--- src/rtl/logic_pipe_pkg.sv ---
// Shared defaults and the per-bit boolean functions of the logic pipe.
package logic_pipe_pkg;

    localparam int DEF_WIDTH  = 8;
    localparam int DEF_STAGES = 3;
    localparam int DEF_CNT_W  = 16;

    function automatic logic f_main(input logic a, input logic b, input logic c);
        return ~((a & b) | c);
    endfunction

    function automatic logic f_aux(input logic a, input logic b, input logic c);
        return ((a | b) & c) ^ a;
    endfunction

endpackage

--- src/rtl/pipe_slice.sv ---
// One enable-controlled pipeline register: valid bit plus payload.
// Payload only loads with a valid item, so an emptied slice keeps its last value.
module pipe_slice #(
    parameter int W = 8
) (
    input  logic         clk,
    input  logic         rst_n,
    input  logic         en_i,
    input  logic         vld_i,
    input  logic [W-1:0] dat_i,
    output logic         vld_o,
    output logic [W-1:0] dat_o
);

    logic         vld_q, vld_d;
    logic [W-1:0] dat_q, dat_d;

    always_comb begin
        vld_d = vld_q;
        dat_d = dat_q;
        if (en_i) begin
            vld_d = vld_i;
            if (vld_i) begin
                dat_d = dat_i;
            end
        end
    end

    always_ff @(posedge clk or negedge rst_n) begin
        if (!rst_n) begin
            vld_q <= 1'b0;
            dat_q <= '0;
        end else begin
            vld_q <= vld_d;
            dat_q <= dat_d;
        end
    end

    assign vld_o = vld_q;
    assign dat_o = dat_q;

endmodule

--- src/rtl/logic_pipe_dce.sv ---
// Pipelined y = ~((a&b)|c) with optional aux path; latency STAGES cycles.
// Bubble-collapsing valid/ready: a stage moves when empty or when everything ahead moves.
module logic_pipe_dce
    import logic_pipe_pkg::*;
#(
    parameter int WIDTH  = DEF_WIDTH,
    parameter int STAGES = DEF_STAGES,
    parameter int AUX_EN = 0,
    parameter int CNT_W  = DEF_CNT_W
) (
    input  logic             clk,
    input  logic             rst_n,
    input  logic             in_valid,
    output logic             in_ready,
    input  logic [WIDTH-1:0] a,
    input  logic [WIDTH-1:0] b,
    input  logic [WIDTH-1:0] c,
    output logic             out_valid,
    input  logic             out_ready,
    output logic [WIDTH-1:0] y,
    output logic [WIDTH-1:0] aux_y,
    output logic [CNT_W-1:0] xfer_cnt
);

    localparam int PW = (AUX_EN != 0) ? 2 * WIDTH : WIDTH;

    logic [STAGES-1:0] v;
    logic [STAGES-1:0] en;
    logic [PW-1:0]     dq [STAGES];
    logic [PW-1:0]     pay0;
    logic [WIDTH-1:0]  main_fn;
    logic [CNT_W-1:0]  cnt_q, cnt_d;

    always_comb begin
        main_fn = '0;
        for (int i = 0; i < WIDTH; i++) begin
            main_fn[i] = f_main(a[i], b[i], c[i]);
        end
    end

    // With AUX_EN=0 the aux function never reaches a register, so nothing remains to prune.
    if (AUX_EN != 0) begin : g_aux
        logic [WIDTH-1:0] aux_fn;
        always_comb begin
            aux_fn = '0;
            for (int i = 0; i < WIDTH; i++) begin
                aux_fn[i] = f_aux(a[i], b[i], c[i]);
            end
        end
        assign pay0  = {aux_fn, main_fn};
        assign aux_y = dq[STAGES-1][PW-1:WIDTH];
    end else begin : g_noaux
        assign pay0  = main_fn;
        assign aux_y = '0;
    end

    // en[i] = ~v[i] | en[i+1] unrolled, so the chain has no combinational self-reference.
    always_comb begin
        en = '0;
        for (int i = 0; i < STAGES; i++) begin
            en[i] = out_ready;
            for (int j = i; j < STAGES; j++) begin
                if (!v[j]) en[i] = 1'b1;
            end
        end
    end

    for (genvar g = 0; g < STAGES; g++) begin : g_stage
        if (g == 0) begin : g_first
            pipe_slice #(.W(PW)) u_slice (
                .clk   (clk),
                .rst_n (rst_n),
                .en_i  (en[0]),
                .vld_i (in_valid),
                .dat_i (pay0),
                .vld_o (v[0]),
                .dat_o (dq[0])
            );
        end else begin : g_next
            pipe_slice #(.W(PW)) u_slice (
                .clk   (clk),
                .rst_n (rst_n),
                .en_i  (en[g]),
                .vld_i (v[g-1]),
                .dat_i (dq[g-1]),
                .vld_o (v[g]),
                .dat_o (dq[g])
            );
        end
    end

    assign in_ready  = en[0];
    assign out_valid = v[STAGES-1];
    assign y         = dq[STAGES-1][WIDTH-1:0];

    always_comb begin
        cnt_d = cnt_q;
        if (out_valid && out_ready && (cnt_q != {CNT_W{1'b1}})) begin
            cnt_d = cnt_q + CNT_W'(1);
        end
    end

    always_ff @(posedge clk or negedge rst_n) begin
        if (!rst_n) begin
            cnt_q <= '0;
        end else begin
            cnt_q <= cnt_d;
        end
    end

    assign xfer_cnt = cnt_q;

endmodule

--- config.mk ---
export PLATFORM = sky130hd
export DESIGN_NAME = logic_pipe_dce
export DESIGN_NICKNAME = d
export VERILOG_FILES = /design/src/rtl/logic_pipe_pkg.sv /design/src/rtl/pipe_slice.sv /design/src/rtl/logic_pipe_dce.sv
export SDC_FILE = /design/constraint.sdc
export NUM_CORES = 1
export LEC_CHECK = 0
export BUFFER_PORTS_ARGS = -buffer_cell sky130_fd_sc_hd__buf_2
export CELL_PAD_IN_SITES_DETAIL_PLACEMENT = 1
export CELL_PAD_IN_SITES_GLOBAL_PLACEMENT = 1
export CORE_MARGIN = 3
export CORE_UTILIZATION = 39
export DETAILED_ROUTE_END_ITERATION = 12
export GPL_TIMING_DRIVEN = 0
export HOLD_SLACK_MARGIN = 0.1
export PLACE_DENSITY = 0.9
export SYNTH_ARGS = -nofsm -noshare
export SYNTH_HDL_FRONTEND = slang
export SYNTH_SLANG_ARGS = --single-unit
--- constraint.sdc ---
create_clock -name clk -period 2.1 [get_ports clk]
set_input_delay 0.42 -clock clk [delete_from_list [all_inputs] [get_ports clk]]
set_output_delay 0.42 -clock clk [all_outputs]
set_load 0.01 [all_outputs]
# == Word-level counts from Yosys, hierarchy flattened ==
# Cells that the tools add are included.
# totals
register_bits,43
inputBits,28
output_inout_bits,34
elab_cells,44
# op_classes
add_sub_neg,1
n_eq_ne,1
muxes,6
n_bitwise,24
reduce_logical,5
# ops
cell,count
"adder 16 x 1 -> 16 bit, second input constant",1
"inequality test 16 bit, second input constant",1
AND 1 bit,8
NOT 1 bit,8
bitwise OR 1 bit,8
2-to-1 mux 1 bit,6
AND reduction 2 bit,3
logical AND 1 bit,2

# == Longest topological paths before layout ==
# Gate-level depths: netlist of the first run.
# logic_depth
depth_word,4
ltp_mapped,5
depth_no_buf,5

# == By module ==
# A second synthesis of the first run with hierarchy kept.
# unflattened
hier_cells,153
hier_area_um2,1949.4
# modules_own_cells
mod,instances,cells_per_inst,area_per_inst_um2,seq_area_each_um2
pipe_slice,3,20,335.3,225.2
logic_pipe_dce,1,93,943.4,400.4

# == Worst setup path before layout of the first run ==
# Ideal clock, no wire load.
# synth_timing
path_kind,reg2reg
startpoint,"register cnt_q[5], in the netlist xfer_cnt[5]"
endpoint,"register cnt_q[14], in the netlist xfer_cnt[14]"
setup_ns,0.125
arrival_time_ns,1.556
slack_ns,0.419
path_stages_with_launch,5
n_path_buf,0
synth_period_minus_slack_ns,1.681
cell_sequence,dfrtp_1 > nand4_4 > or3_4 > nor3_1 > mux2_2
# synth_via
elab_chain_cells,2
# synth_rtl
item,line_no,rtl
start: declaration,logic_pipe_dce.sv:32,"logic [CNT_W-1:0] cnt_q, cnt_d;"
start signal: assignment,logic_pipe_dce.sv:107,cnt_q <= cnt_d;
branches (longest 2 deep; another with adder 16 x 1 -> 16 bit),--,
# Several ways; the timed one is not identified.
# A chain may end at the register's enable or synchronous reset.

# == Worst setup path in the final report of the first run ==
# layout_timing
startpoint,register g_stage[2].g_next.u_slice.vld_q
endpoint,register g_stage[0].g_first.u_slice.dat_q[6]
# layout_via
elab_chain_cells,2
# layout_rtl
item,line_no,rtl
start: declaration,pipe_slice.sv:15,"logic vld_q, vld_d;"
start signal: assignment,pipe_slice.sv:34,vld_q <= vld_d;
2-to-1 mux 1 bit,logic_pipe_dce.sv:63,if (!v[j]) en[i] = 1'b1;
AND reduction 2 bit (no line),--,
end signal: assignment,pipe_slice.sv:35,dat_q <= dat_d;
end: declaration,pipe_slice.sv:16,"logic [W-1:0] dat_q, dat_d;"
# No other way between the ends.

==> results of run 1 <==
-- where the power goes --
part,switching (uW),leakage (uW),internal (uW),total (uW)
Sequential,155,0.000546,1000,1160
Clock,301,0.0000644,474,775
Combinational,294,0.000701,335,629
-- cell type report --
class,count,area (um2)
inverter,1,3.754
buffer,18,128.9
timing repair buffer,53,265.3
fill,562,2317
sequential,43,1076
tap,67,83.83
clock buffer,5,68.82
clock inverter,3,67.56
multi-input combinational,109,805.8
-- layout by cell type (no fill, tap or decap), drive strengths merged, types with 2 or more instances in the layout --
master  instances
conb            8
dfrtp          43
nor3            5
nand2          12
nand4           4
and4            2
nand3           5
a31oi           4
clkbuf          6
buf            70
a21oi           2
mux2           18
nand2b          5
a21o            8
nor2            5
xor2           11
nor4            2
bufinv          2
a211oi         10
-- per-stage QoR --
stage	hold WS, ns	worst slack (ns)	util (%)	instances
floorplan	0.1244	0.4190	-	171
global route	0.3385	0.02065	51.90	299
global placement	0.4571	0.1726	49.06	291
CTS	0.2874	0.1540	51.90	299
detailed placement	0.4665	0.1035	49.06	291
finish	0.2581	0.1899	51.90	299
-- worst max-delay path by stage --
| stage | startpoint | endpoint | depth (start not counted) |
|---|---|---|---|
| floorplan | xfer_cnt[5]$_DFFE_PN0P_ | xfer_cnt[14]$_DFFE_PN0P_ | 4 |
| global placement | out_ready | g_stage[0].g_first.u_slice.dat_o[5]$_DFFE_PN0P_ | 6 |
| detailed placement | out_ready | g_stage[0].g_first.u_slice.dat_o[6]$_DFFE_PN0P_ | 6 |
| CTS | g_stage[2].g_next.u_slice.vld_o$_DFFE_PN0P_ | g_stage[0].g_first.u_slice.dat_o[6]$_DFFE_PN0P_ | 5 |
| global route | g_stage[2].g_next.u_slice.vld_o$_DFFE_PN0P_ | g_stage[0].g_first.u_slice.dat_o[6]$_DFFE_PN0P_ | 5 |
| finish | g_stage[2].g_next.u_slice.vld_o$_DFFE_PN0P_ | g_stage[0].g_first.u_slice.dat_o[6]$_DFFE_PN0P_ | 5 |
-- cell families after synthesis --
| group | Yosys count |
|---|---|
| adders and majority gates | 1 |
| AOI/OAI and AO/OA | 25 |
| DFF | 43 |
| buffers and inverters | 19 |
| other | 1 |
| muxes | 19 |
| and+or+nand+nor | 45 |
| xor gates and xnor gates | 11 |
-- flip-flops by register name (all words and copies together) (netlist names) --
name / flops
g_stage.g_first.u_slice.dat_o: 8
g_stage.g_next.u_slice.dat_o: 16
g_stage.g_next.u_slice.vld_o: 2
g_stage.g_first.u_slice.vld_o: 1
xfer_cnt: 16
-- routing by layer --
| metal | wire length, um | share of wire, % | GRT usage (%) |
|---|---|---|---|
| met5 | 0 | 0 | 0 |
| met1 | 2023 | 42 | 19.92 |
| met2 | 2557 | 53 | 31.26 |
| met3 | 177 | 3.6 | 2.784 |
| met4 | 105 | 2.2 | 8.719 |
==> flow_summary_export.csv, run 1 <==
group,metric,value,unit
status,outcome,"finished, final reports clean",
timing,skew,0.007033,ns
floorplanning,start_util,41.27,%
synth,synth_top_area_share,54.12,%
cts,cts.reportedPaths.clkPinSlew,0.09,ns
synth,synth_compound_area_share,9.314,%
final_layout,antenna_cells,0,
cts,post_cts_buffers,0,
cts,tritoncts,"yes",
drt,firstDrtPassIters,4,
cts,clk_latency,0.31,ns
timing,finalCritPeriodShare,90.96,%
cts,cts_root_buf,"clkbuf_8",
floorplanning,fp-row-count,25,
final_layout,nets,260,
timing,maxSlewHeadroom,36.30,%
synth,synth_xor_area_share,4.846,%
synth,netlist_instances,164,
drt,via_per_inst,5.064,
final_layout,syn2layout_area_growth,25.74,%
worst_setup_path,crit_family,"flip-flops",
floorplanning,ios,62,
synth,synthMuxAreaShare,10.70,%
timing,worstMarginPinSlew,0.9555,ns
final_layout,final_area,0.002500,mm2
synth,syn_area,0.001988,mm2
pwr,vdd_drop_max,0.4022,mV
timing,min_period,1.910,ns
global_routing,grt_pass1_wl,8073,um
global_routing,grt_overflow,0,
timing,slew_violations,0,
worst_setup_path,r2r-end,"g_stage[0].g_first.u_slice.dat_o[6]$_DFFE_PN0P_",
worst_setup_path,slowest_delay,0.55,ns
cts,clockBufferDepth,2,
floorplanning,die_x,77.40,um
pwr,total_power,2561,uW
synth,synth-seq-cells,43,
synth,yosys.area.top_type,"dfrtp_1",
cts,postCtsHoldBufs,0,
cts,h-tree-depth,2,
timing,finalSetupViolCount,0,
place,dp_hpwl,3492,um
pwr,power.leakage,0.001312,uW
synth,synth-edff-count,0,
timing,fmax,523.5,MHz
synth,synth_area_leaders,"dfrtp_1, mux2_2, buf_4",
drt,wl_per_cell,16.26,um
drt,routed_wl,4862,um
worst_setup_path,reg2reg_from,"g_stage[2].g_next.u_slice.vld_o$_DFFE_PN0P_",
drt,via_count,1514,
worst_setup_path,r2r_slack,0.19,ns
place,dpl-instance-area,0.002364,mm2
global_routing,grt_pass1_vias,1666,
worst_setup_path,required,2.30,ns
timing,rsz0062_at_grt,"false",
final_layout,layout-drive-gt1-share,43.97,%
timing,setup_tns,0,ns
worst_setup_path,endpoint_kind,"flop",
floorplanning,die_h,77.40,um
global_routing,grt_start_max_net_pins,44,
worst_setup_path,r2r_cells,5,
synth,synthAdderAreaFrac,0.6293,%
worst_setup_path,crit_buf_inv,1,
timing,finalHoldViolations,0,
global_routing,grt_antenna_before_repair,0,
place,port_buffers,53,
synth,yosys.area_share.simple,13.53,%
synth,synth-async-reset-ratio,100.0,%
floorplanning,die_area,0.005991,mm2
worst_setup_path,crit_chain,"nand4b_1, nand2_1, clkbuf_1, a211oi_1, a21o_1",
synth,netlist-cell-type-count,30,
worst_setup_path,crit_path_top_delay_cell,"dfrtp_1",
synth,synth_top_flop_cell,"dfrtp_1",
job,drv_cap,0,
synth,synth_seq_area_share,54.12,%
worst_setup_path,critPathLaunchType,"flop",
place,gp_congestion,0.7864,
synth,synth_most_common_cell,"dfrtp_1",
min_path,hold_class,"input port to async pin",
floorplanning,core-area,0.004817,mm2
drt,ant_nets,0,
drt,drc,0,
worst_setup_path,path_class,"flop to flop",
drt,drt-initial-drc-count,71,
synth,netlist_top_cells_count,"dfrtp_1, mux2_2, buf_4",
global_routing,track_usage,17.40,%
synth,syn_avg_cell_area,12.12,um2
cts,numCtsBuffers,5,
cts,cts.sinks,43,
worst_setup_path,worst-path-max-fanout,10,
pwr,power_density,1024,mW/mm2
worst_setup_path,critical_path_arrival,2.11,ns
cts,post_cts_resized,0,
synth,synth_top_family_by_area,"simple AND/OR/NAND/NOR gates",
synth,ys_warn_count,0,
Power figures use the tool's default switching activity.
==> run 2, diff against run 1 <==
Settings changed: CELL_PAD_IN_SITES_DETAIL_PLACEMENT 1 to default, CELL_PAD_IN_SITES_GLOBAL_PLACEMENT 1 to default, CORE_UTILIZATION 39 to 50.
==> run 2 against run 1 <==
Effect of this change:
- combinational power down 3%
- sequential power about the same
- sequential share of layout area up 1.1 points
- global-route usage down 0.69 points
- non-clock buffer count unchanged
- highest routed layer unchanged
==> flow_summary_export.csv, run 2 (synthesis results as in run 1) <==
group,metric,value,unit
drt,ant_nets,0,
status,outcome,"finished, final reports clean",
worst_setup_path,r2r-end,"xfer_cnt[14]$_DFFE_PN0P_",
final_layout,nets,260,
final_layout,antenna_cells,0,
cts,h-tree-depth,2,
worst_setup_path,required,2.29,ns
worst_setup_path,endpoint_kind,"flop",
global_routing,grt_pass1_vias,1355,
global_routing,grt_antenna_before_repair,0,
place,place_ws,0.2416,ns
worst_setup_path,r2r_slack,0.35,ns
floorplanning,ios,62,
final_layout,final_common_cell,"buf_2",
cts,post_cts_buffers,0,
worst_setup_path,r2r_cells,4,
global_routing,grt_pass1_wl,6368,um
final_layout,regArea,0.001076,mm2
min_path,hold_class,"input port to async pin",
drt,wl_per_cell,13.12,um
drt,via_per_inst,5.096,
global_routing,grt_overflow,0,
floorplanning,core-area,0.003744,mm2
final_layout,layout-drive-gt1-share,43.97,%
cts,cts_root_buf,"clkbuf_8",
global_routing,grt_start_max_net_pins,44,
job,drv_cap,0,
worst_setup_path,critPathLaunchType,"flop",
timing,skew,0.009323,ns
drt,drc,0,
cts,post_cts_resized,0,
pwr,power.leakage,0.001295,uW
timing,rsz0062_at_grt,"false",
floorplanning,start_util,53.11,%
cts,cts.sinks,43,
timing,holdWs,0.2498,ns
timing,min_period,1.751,ns
final_layout,multi_input_area,805.8,um2
cts,numCtsBuffers,5,
pwr,power_density,947.8,mW/mm2
floorplanning,fp-row-count,22,
pwr,vdd_drop_max,0.5842,mV
place,gp_congestion,0.7904,
worst_setup_path,path_class,"flop to flop",
floorplanning,die_x,69.06,um
timing,finalSetupViolCount,0,
drt,routed_wl,3673,um
cts,clk_latency,0.30,ns
timing,timing.final.ws_setup,0.3487,ns
worst_setup_path,crit_start,"xfer_cnt[5]$_DFFE_PN0P_",
timing,setup_tns,0,ns
cts,tritoncts,"yes",
worst_setup_path,worst-path-max-fanout,6,
timing,fmax,571.0,MHz
drt,firstDrtPassIters,4,
worst_setup_path,reg2reg_from,"xfer_cnt[5]$_DFFE_PN0P_",
place,port_buffers,53,
final_layout,fillers,310,
cts,clockBufferDepth,2,
floorplanning,die_h,69.06,um
timing,worstMarginPinSlew,0.9129,ns
cts,postCtsHoldBufs,0,
final_layout,final_cell_mix,"buf_2, dfrtp_1, mux2_2",
timing,finalCritPeriodShare,83.40,%
cts,cts.reportedPaths.clkPinSlew,0.08,ns
place,dp_hpwl,2846,um
worst_setup_path,endpoint,"xfer_cnt[14]$_DFFE_PN0P_",
floorplanning,die_area,0.004769,mm2
final_layout,finalNonFillerCells,280,
drt,via_count,1427,
timing,slew_violations,0,
drt,drt-initial-drc-count,29,
final_layout,final_util,65.14,%
worst_setup_path,critical_path_arrival,1.94,ns
place,placedCellCount,272,
final_layout,syn2layout_area_growth,22.66,%
global_routing,track_usage,16.71,%
timing,finalHoldViolations,0,
timing,maxSlewHeadroom,39.14,%
run 2: changes by cell type in the layout (fill, tap and decap cells not counted), sizes merged:
| cell | change |
|---|---|
| bufinv | -2 |
| clkbuf | +1 |
| clkinv | +1 |
run 2: how the worst min path moves through the flow:
| stage | to | from | depth (start not counted) | slack (ns) |
|---|---|---|---|---|
| finish | xfer_cnt[7]$_DFFE_PN0P_ | rst_n | 1 | 0.25 |
| global route | g_stage[0].g_first.u_slice.dat_o[4]$_DFFE_PN0P_ | rst_n | 1 | 0.31 |
| CTS | g_stage[0].g_first.u_slice.dat_o[2]$_DFFE_PN0P_ | rst_n | 1 | 0.27 |
| detailed placement | g_stage[0].g_first.u_slice.dat_o[3]$_DFFE_PN0P_ | g_stage[0].g_first.u_slice.dat_o[3]$_DFFE_PN0P_ | 1 | 0.46 |
| global placement | g_stage[0].g_first.u_slice.dat_o[1]$_DFFE_PN0P_ | g_stage[0].g_first.u_slice.dat_o[1]$_DFFE_PN0P_ | 1 | 0.46 |
| floorplan | g_stage[0].g_first.u_slice.dat_o[0]$_DFFE_PN0P_ | rst_n | 0 | 0.12 |
run 2: stage by stage:
step           power, uW  area, um2
6_report            2311       2439
5_1_grt             2452       2439
4_1_cts             2333       2439
3_5_place_dp        1783       2340
3_3_place_gp        1743       2340
2_1_floorplan       1538       2014
run 2: critical path: stages, from the launching register on:
cell     delay [ns]
dfrtp_1        0.48
nand4_4        0.18
or3_4          0.44
nor3_1         0.18
mux2_2         0.36
run 2: area by class of cell:
type | count | area share, %
well taps | 48 | 2.463
plain buffers | 18 | 5.285
flip-flops and latches | 43 | 44.13
clock inverters | 2 | 0.6670
inverters | 1 | 0.1539
repair buffers | 53 | 10.88
multi-input cells | 109 | 33.04
clock buffers | 6 | 3.386
run 2: routing by layer:
metal  vias up  routed length, um  GRT usage [%]
met2        43               1767          25.64
met5         -                  0              0
met4         0                 55          7.592
met3         5                185          4.519
li1        705                  -              -
met1       674               1664          22.13
run 2: where the power goes:
| part | internal, uW | leakage, uW | switching (uW) |
|---|---|---|---|
| Combinational | 333 | 0.000701 | 277 |
| Clock | 268 | 0.0000474 | 286 |
| Sequential | 1000 | 0.000546 | 144 |
| Total | 1600 | 0.00129 | 708 |
